==> src/rtl/wb_trace_monitor_pkg.sv <==
// Shared register indices, halt FSM encoding and trace entry layout for the writeback monitor.
// Constants only: no latency, no flow control.
package wb_trace_monitor_pkg;

  localparam logic [4:0] REG_ZERO = 5'd0;
  localparam logic [4:0] REG_V0   = 5'd2;
  localparam logic [4:0] REG_V1   = 5'd3;
  localparam logic [4:0] REG_S0   = 5'd16;
  localparam logic [4:0] REG_S1   = 5'd17;

  localparam int TRACE_W = 37;

  typedef enum logic [1:0] {
    RUN    = 2'd0,
    SETTLE = 2'd1,
    HALTED = 2'd2
  } halt_state_t;

  typedef struct packed {
    logic [4:0]  reg_idx;
    logic [31:0] data;
  } trace_entry_t;

endpackage

==> src/rtl/trace_fifo.sv <==
// Synchronous FIFO with registered pop data; push/pop to Count takes 1 cycle.
// A push while full is accepted only if a pop frees a slot in the same cycle, else it is dropped and overflow pulses.
module trace_fifo #(
  parameter int DEPTH = 16,
  parameter int WIDTH = 37
) (
  input  logic                     clk,
  input  logic                     reset,
  input  logic                     push,
  input  logic [WIDTH-1:0]         push_data,
  input  logic                     pop,
  output logic                     pop_valid,
  output logic [WIDTH-1:0]         pop_data,
  output logic [$clog2(DEPTH):0]   count,
  output logic                     full,
  output logic                     empty,
  output logic                     overflow
);

  localparam int AW = $clog2(DEPTH);

  logic [WIDTH-1:0] mem [DEPTH];
  logic [AW-1:0]    wr_ptr;
  logic [AW-1:0]    rd_ptr;
  logic             push_ok;
  logic             pop_ok;

  assign empty    = (count == '0);
  assign full     = (count == (AW+1)'(DEPTH));
  assign pop_ok   = pop && !empty;
  // When full, the slot being read this edge is the one being written, so the read sees the old entry.
  assign push_ok  = push && (!full || pop_ok);
  assign overflow = push && full && !pop_ok;

  always_ff @(posedge clk) begin
    if (reset) begin
      wr_ptr    <= '0;
      rd_ptr    <= '0;
      count     <= '0;
      pop_valid <= 1'b0;
      pop_data  <= '0;
    end else begin
      if (push_ok) wr_ptr <= wr_ptr + 1'b1;
      if (pop_ok) begin
        rd_ptr   <= rd_ptr + 1'b1;
        pop_data <= mem[rd_ptr];
      end
      pop_valid <= pop_ok;
      count     <= count + (AW+1)'(push_ok) - (AW+1)'(pop_ok);
    end
  end

  always_ff @(posedge clk) begin
    if (push_ok) mem[wr_ptr] <= push_data;
  end

endmodule

==> src/rtl/wb_trace_monitor.sv <==
// Logs writebacks to tracked registers into a trace FIFO and detects a parked-PC halt; capture to Empty=0 and RdEn to RdValid are 1 cycle.
// No backpressure on the pipeline: captures arriving while the FIFO is full are dropped and flagged in sticky Overflow.
module wb_trace_monitor
  import wb_trace_monitor_pkg::*;
#(
  parameter int DEPTH       = 16,
  parameter int HALT_CYCLES = 8,
  parameter int TRACK_A     = 2,
  parameter int TRACK_B     = 3
) (
  input  logic                   Clk,
  input  logic                   Reset,
  input  logic                   WBregwrite,
  input  logic [4:0]             WriteRegister,
  input  logic [31:0]            WriteData,
  input  logic [31:0]            PCResult,
  input  logic                   RdEn,
  output logic                   RdValid,
  output logic [4:0]             RdReg,
  output logic [31:0]            RdData,
  output logic [$clog2(DEPTH):0] Count,
  output logic                   Empty,
  output logic                   Full,
  output logic                   Overflow,
  output logic                   Halted,
  output logic [31:0]            HaltPC,
  output logic [31:0]            WriteCount
);

  localparam int CNT_W = $clog2(HALT_CYCLES) + 1;

  logic         capture;
  logic         drop;
  trace_entry_t push_entry;
  trace_entry_t pop_entry;

  assign capture = WBregwrite && (WriteRegister != REG_ZERO) &&
                   ((WriteRegister == 5'(TRACK_A)) || (WriteRegister == 5'(TRACK_B)));
  assign push_entry = '{reg_idx: WriteRegister, data: WriteData};

  trace_fifo #(
    .DEPTH (DEPTH),
    .WIDTH (TRACE_W)
  ) u_fifo (
    .clk       (Clk),
    .reset     (Reset),
    .push      (capture),
    .push_data (push_entry),
    .pop       (RdEn),
    .pop_valid (RdValid),
    .pop_data  (pop_entry),
    .count     (Count),
    .full      (Full),
    .empty     (Empty),
    .overflow  (drop)
  );

  assign RdReg  = pop_entry.reg_idx;
  assign RdData = pop_entry.data;

  halt_state_t      halt_state, halt_state_nxt;
  logic [31:0]      anchor, anchor_nxt;
  logic [CNT_W-1:0] run_cnt, run_cnt_nxt;
  logic             in_window;
  logic             halt_hit;

  // Two-word window tolerates a self-jump whose fall-through fetch gets squashed, and stalls.
  assign in_window = (PCResult == anchor) || (PCResult == anchor + 32'd4);

  always_comb begin
    halt_state_nxt = halt_state;
    anchor_nxt     = anchor;
    run_cnt_nxt    = run_cnt;
    halt_hit       = 1'b0;
    case (halt_state)
      RUN: begin
        if (in_window) begin
          halt_state_nxt = SETTLE;
          run_cnt_nxt    = CNT_W'(1);
        end else begin
          anchor_nxt = PCResult;
        end
      end
      SETTLE: begin
        if (!in_window) begin
          halt_state_nxt = RUN;
          anchor_nxt     = PCResult;
          run_cnt_nxt    = '0;
        end else if (run_cnt == CNT_W'(HALT_CYCLES - 1)) begin
          halt_state_nxt = HALTED;
          halt_hit       = 1'b1;
        end else begin
          run_cnt_nxt = run_cnt + 1'b1;
        end
      end
      HALTED: halt_state_nxt = HALTED;
      default: halt_state_nxt = RUN;
    endcase
  end

  always_ff @(posedge Clk) begin
    if (Reset) begin
      halt_state <= RUN;
      anchor     <= '0;
      run_cnt    <= '0;
      Halted     <= 1'b0;
      HaltPC     <= '0;
      Overflow   <= 1'b0;
      WriteCount <= '0;
    end else begin
      halt_state <= halt_state_nxt;
      anchor     <= anchor_nxt;
      run_cnt    <= run_cnt_nxt;
      if (halt_hit) begin
        Halted <= 1'b1;
        HaltPC <= anchor;
      end
      if (drop)    Overflow   <= 1'b1;
      if (capture) WriteCount <= WriteCount + 32'd1;
    end
  end

endmodule

==> config.mk <==
export PLATFORM = sky130hd
export DESIGN_NAME = wb_trace_monitor
export DESIGN_NICKNAME = d
export VERILOG_FILES = /design/src/rtl/wb_trace_monitor_pkg.sv /design/src/rtl/trace_fifo.sv /design/src/rtl/wb_trace_monitor.sv
export SDC_FILE = /design/constraint.sdc
export NUM_CORES = 1
export LEC_CHECK = 0
export BUFFER_PORTS_ARGS = -buffer_cell sky130_fd_sc_hd__clkbuf_2
export CORE_MARGIN = 8
export CORE_UTILIZATION = 35
export CTS_BUF_LIST = sky130_fd_sc_hd__clkbuf_2
export DETAILED_ROUTE_END_ITERATION = 10
export HOLD_SLACK_MARGIN = 0.08
export SLEW_MARGIN = 25
export SYNTH_ARGS = -nofsm -noshare
export SYNTH_HDL_FRONTEND = slang
export SYNTH_SLANG_ARGS = --single-unit
==> constraint.sdc <==
create_clock -name Clk -period 4.3 [get_ports Clk]
set_input_delay 0.43 -clock Clk [delete_from_list [all_inputs] [get_ports Clk]]
set_output_delay 0.43 -clock Clk [all_outputs]
set_load 0.05 [all_outputs]
# == Word-level counts from Yosys, hierarchy flattened ==
# Memories as Yosys holds them, arrays and structs flattened. A register that Yosys moved wholly into a read port is not among the register bits.
# Index checks and enable logic that the tools add are counted.
# op_classes
addsub,7
eq_ne,11
n_mux,13
bitwise,1
reduce_logical,20
# op_table
cell,n
32-bit == test,2
32-bit by 1-bit adder with 32-bit output (second input constant),1
32-bit by 3-bit adder with 32-bit output (second input constant),1
4-bit by 1-bit adder with 4-bit output (second input constant),3
4-bit 2-to-1 mux,3
5-bit by 2-bit == test with 1-bit output (second input constant),2
4-bit one-hot mux with 2 select lines,1
1-bit logical AND,6
2-bit 2-to-1 mux,3
3-bit inequality test (second input constant),2
2-bit one-hot mux with 3 select lines,1
5-bit by 1-bit adder with 5-bit output,1
5-bit == test (second input constant),1
5-bit logical NOT,1
1-bit 2-to-1 mux,5
5-bit nonzero test,1
5-bit by 1-bit subtractor with 5-bit output,1
4-bit by 3-bit == test with 1-bit output (second input constant),1
2-bit AND reduction,2
1-bit logical NOT,3
1-bit logical OR,3
3-bit AND reduction,1
2-bit by 1-bit == test with 1-bit output (second input constant),1
2-bit == test (second input constant),1
other kinds (5),5
# totals
ff_bits,118
ram_bits,592
input_bits,73
output_inout_bits,111
elab_cells,64
memories,1
# memory_table
name,depth,width,read_ports,rd_clocked_by_memory_dff,write_ports,line,rtl
u_fifo.mem,16,37,1,1,1,trace_fifo.sv:22,logic [WIDTH-1:0] mem [DEPTH];

# == Depth between registers and ports, before layout ==
# logic_depth
depth_word,7
mapped_depth,14
mapped_depth_nobuf,13

# == Cells and area by module ==
# A second synthesis with hierarchy kept.
# unflattened
cells_unflattened,1688
hier_area_um2,29734.8
# by_module_without_submodules
mod,n_inst,cells_each,area_per_inst_um2,seq_area_each_um2
trace_fifo,1,1087,24463.5,18798.0
wb_trace_monitor,1,601,5271.3,2082.0

# == Least setup slack after synthesis ==
# Ideal clock, no wire load.
# synth_timing
kind,reg2reg
start,register u_fifo.count[2]
end,"memory u_fifo.mem[3][0], enable pin"
setup_ns,0.477
arrival_ns,4.634
required_ns,3.823
setup_slack_ns,-0.811
stages_incl_launch_ff,9
path_buffers,1
period_less_slack_ns,5.111
path_cell_list,dfxtp_1 -> inv_1 -> ha_1 -> and3_1 -> nor2b_1 -> nor2b_1 -> clkbuf_1 -> nand2_1 -> nor3_1
# synth_via
elab_cells_between_ends,9
classes_between,eq/ne (1); mux (2); reduce/logical (6)
# synth_lines
element,line,rtl
"start, declared",trace_fifo.sv:14,"output logic [$clog2(DEPTH):0] count,"
"start signal, assigned",trace_fifo.sv:49,count <= count + (AW+1)'(push_ok) - (AW+1)'(pop_ok);
5-bit == test,trace_fifo.sv:29,assign full = (count == (AW+1)'(DEPTH));
via Full,wb_trace_monitor.sv:23,"output logic Full,"
1-bit logical NOT,trace_fifo.sv:32,assign push_ok = push && (!full || pop_ok);
1-bit logical OR,trace_fifo.sv:32,
1-bit logical AND,trace_fifo.sv:32,
via u_fifo.push_ok,trace_fifo.sv:25,logic push_ok;
1-bit 2-to-1 mux,trace_fifo.sv:54,if (push_ok) mem[wr_ptr] <= push_data;
1-bit 2-to-1 mux (not written as such),trace_fifo.sv:54,
"end, declared",trace_fifo.sv:22,
# The timed path passes the listed nets, and every way through them passes these cells.

# == Worst setup path in the final report ==
# layout_timing
start,register anchor[3]
end,register anchor[4]
# layout_via
elab_chain_len,5
elab_cells_between_ends,6
classes_between,add/sub (1); eq/ne (2); bitwise (1); reduce/logical (2)
# layout_lines
element,line,rtl
"start, declared",wb_trace_monitor.sv:62,"logic [31:0] anchor, anchor_nxt;"
"start signal, assigned",wb_trace_monitor.sv:112,anchor <= anchor_nxt;
32-bit by 3-bit adder with 32-bit output,wb_trace_monitor.sv:68,assign in_window = (PCResult == anchor) || (PCResult == anchor + 32'd4);
32-bit == test,wb_trace_monitor.sv:68,
1-bit logical OR *,wb_trace_monitor.sv:68,
1-bit inverter (no line) *,n/a,
2-bit AND reduction (no line) *,n/a,
# Mark *: on every way between the ends. The rest lies on a longest branch, timed or not.
# A chain may end at the register's enable or synchronous reset.

==> impl_results.md <==
* Run status: complete, no violations
* Via count at 17,900
* Switching component of the power at 0.00488 W
* Router iterations before antenna repair at 5
* Longest Clk Path Bufs at 3
* DRC violation total after the first TritonRoute iteration at 1,232
* Min cycle time layout at 4.17 ns
* Half-perimeter wire length after placement at 41.3 mm
* Warnings, synthesis at 0
* Cell at the root of the clock tree: sky130_fd_sc_hd__clkbuf_2
* Depth of the CTS H-tree at 4
* Maximum number of pins on one net before global-route repair at 68
* Number of pins with negative max-slew slack in the final report at 0
* Hold Fails Final Rpt at 0
* Total congestion overflow at 0
* Post-route clock skew at 0.133 ns
* GPL Wtd Cong at 0.845
* Clock network latency to the later pin of the worst-skew pair at 1.41 ns
* Multi-input logic area at 0.00833 sq mm
* Int Pwr at 0.0113 W
* Number of unique standard cell types used by synthesis at 54
* Ratio of final minimum period to clock period at 97.1%
* Commonest cells after routing, fill and taps aside: sky130_fd_sc_hd__edfxtp_1, sky130_fd_sc_hd__clkbuf_2, sky130_fd_sc_hd__mux4_2
* IR Drop Worst-Case VDD at 0.000290 V
* Mean number of vias per cell at 5.15
* Total routing usage reported by global routing at 15.9%
* Number of flip-flops and latches in the synthesized netlist at 747
* DP Worst Slack at 0.834 ns
* Mean Syn Cell Area at 16.9 sq um
* Kind of critical path: reg2reg
* Placeable core region at 0.0836 sq mm
* Synthesized cell area at 0.0295 sq mm
* Number of buffers added by the clock tree synthesis step at 182
* Routed Wire Length at 75.7 mm
* CP arrival at 5.43 ns
* Asr flop ratio synth at 0%
* Core Util, Final at 42.6%
* Clk sink count at 747
* Nature of the critical path endpoint: register
* Top achievable clock speed at 0.240 GHz
* Number of instances in the synthesized netlist at 1,748
* Share of layout cells above drive strength 1 at 31.5%
* Number of filler instances in the final layout at 7,592
* Setup-violating endpoint count in the final report at 0
* Post-route antenna net violation count at 0
* Combinational cell fraction of total power at 20.3%
* Count of unresolved DRC violations after routing at 0
* Most common cell after layout, fill and taps aside: sky130_fd_sc_hd__edfxtp_1
* CTS tree: built
* Number of global-route vias before repair at 18,500
* Nets in the synthesized netlist at 1,836
* Total buffers and inverters traversed by the critical path at 2
* Leak pwr at 12.0 nW
* CP Launch Type: register
* Area growth, synth to finish at 20.7%
* Placed cell area at 0.0320 sq mm
* Total of max-cap violations at 0
* Cell family with the largest share of critical-path delay: compound AO/OA/AOI/OAI gates
* Share of total power in the clock network at 29.3%
* Part of the total power dissipated in sequential elements at 50.4%
* Sequential cell area at 0.0209 sq mm
* Slowest cell on crit path: sky130_fd_sc_hd__dlygate4sd3_1
* Minimum setup slack in the final design at 0.125 ns
* Final setup TNS at 0 ns
* Number of cell rows at 106
* Number of antenna violations at the first check in global routing at 7
* Main flop type after synthesis: sky130_fd_sc_hd__edfxtp_1
* Sequential-to-total area share from yosys stat at 70.8%
* Worst Tran Pin Value at 0.874 ns
* Global-route wire length before repair at 114 mm
* Clock Pin Slew Worst Setup and Hold Paths at 0.11 ns
* Average detailed-routed wire length per instance at 21.8 um
* Largest fanout of any net on the critical path at 14
* Count of boundary I/O pins at 184
* Chip Width at 306 um
* IO Port Bufs at 183
* Total power divided by cell area at 453 mW/mm^2
* Vertical die dimension at 306 um
* Total power after layout at 0.0161 W
* Effective utilization at floorplan at 35.3%
* Hold crit path type: in2reg
* Critical path, cell by cell: ha_1 > nand3_1 > nor3_2 > a21oi_1 > a2111o_1 > a2111oi_2 > nand4_1 > o21a_4 > nand3_1 > dlygate4sd3_1 > a21oi_1 > dlygate4sd3_1
* Worst slew margin relative to its limit at 41.7%
* Switching Fraction at 30.2%
* WP data required at 5.55 ns
* Finished layout cell area at 0.0356 sq mm
* Count of flip-flops with a built-in enable after synthesis at 592
* Delay of the slowest critical-path stage at 0.57 ns
* Floorplan die area at 0.0939 sq mm
* Nets at 2,321
[cell type report]
type                            instances  share of cell area [%]
Clock inverter                         55                   0.857
Inverter                               16                   0.169
Clock buffer                          279                    3.92
Tap cell                             1080                    3.79
Multi-Input combinational cell        877                    23.4
Sequential cell                       747                    58.7
Antenna cell                           14                  0.0983
Timing Repair Buffer                  409                    9.13
[what timing repair did]
item                                    CTS  global route
endpoints found under the hold margin   747             0
endpoints found under the setup margin    0            18
hold buffers                            179             0
gates resized for setup                   0             4
buffers inserted                          0             2
[power groups by stage]
stage	combinational [W]	sequential [W]	clock [W]
6_report	0.00328	0.00813	0.00472
5_1_grt	0.00352	0.00817	0.00530
4_1_cts	0.00335	0.00814	0.00493
3_5_place_dp	0.00320	0.00830	0
3_3_place_gp	0.00317	0.00830	0
2_1_floorplan	0.00202	0.00856	0
[worst paths after layout]
check | start | to | slack [ns] | cells after the start
max | anchor[3] | anchor[4] | 0.13 | 12
min | RdEn | u_fifo.pop_data[35] | 0.37 | 6
max reg2reg | anchor[3] | anchor[4] | 0.13 | 12
min reg2reg | u_fifo.pop_data[28] | u_fifo.pop_data[28] | 0.46 | 2
[logic make-up (layout without fill, tap and decap cells)]
| kind of cell | count (synthesis) | in the layout | synth area share, % |
|---|---|---|---|
| buffers and inverters | 125 | 759 | 1.67 |
| other | 0 | 14 | 0 |
| and+or+nand+nor | 363 | 363 | 6.05 |
| DFF | 747 | 747 | 70.8 |
| xor gates and xnor gates | 81 | 81 | 2.40 |
| AOI/OAI and AO/OA | 224 | 225 | 4.07 |
| muxes | 193 | 193 | 14.4 |
| adders and majority gates | 15 | 15 | 0.661 |
[state kept, by name, indices dropped and copies added, names as in the netlist, 4 cells and up]
| signal | flops |
|---|---|
| HaltPC | 32 |
| WriteCount | 32 |
| anchor | 32 |
| run_cnt | 4 |
| u_fifo.count | 5 |
| u_fifo.mem | 592 |
| u_fifo.pop_data | 37 |
| u_fifo.rd_ptr | 4 |
| u_fifo.wr_ptr | 4 |
[worst min-delay path, cell delays in order]
cell and delay, ns:
sky130_fd_sc_hd__dlygate4sd3_1 0.52, sky130_fd_sc_hd__clkbuf_2 0.15, sky130_fd_sc_hd__o21ai_4 0.09, sky130_fd_sc_hd__buf_4 0.34
sky130_fd_sc_hd__nand2_1 0.14, sky130_fd_sc_hd__a21oi_1 0.05
[Yosys cell counts, drive strengths merged (3+ instances only)]
cell | n | area (sq um)
xor2 | 47 | 412
nand3b | 3 | 22.5
a21oi | 123 | 616
and3 | 10 | 62.6
nor3 | 14 | 80.1
nand2 | 112 | 420
nand2b | 11 | 68.8
a2111oi | 3 | 32.5
or3 | 7 | 43.8
nor2b | 4 | 25.0
nor2 | 71 | 267
nor4 | 7 | 43.8
xnor2 | 34 | 298
ha | 14 | 175
buf | 30 | 136
o21a | 3 | 22.5
o21ai | 78 | 390
inv | 16 | 60.1
and4 | 5 | 43.8
and4b | 3 | 30.0
mux2i | 6 | 60.1
nand4 | 54 | 344
nand3 | 54 | 270
edfxtp | 592 | 17800
mux4 | 185 | 4170
clkbuf | 79 | 297
dfxtp | 155 | 3100
[stage by stage]
stage	instances	hold WS, ns
floorplan	1748	0.473
finish	3477	0.373
CTS	3460	0.198
global placement	2946	0.444
detailed placement	2947	0.448
global route	3474	0.234
[layer usage]
metal  wire length, um  share of wire (%)  up-vias  GRT usage (%)
li1                  -                  -     8038              -
met1             31500                 42     9125           20.2
met2             37800                 50      623           26.5
met3              4910                6.5      130           4.14
met4              1410                1.9        4           5.02
met5                27              0.036        -              0
Power figures use the tool's default switching activity.
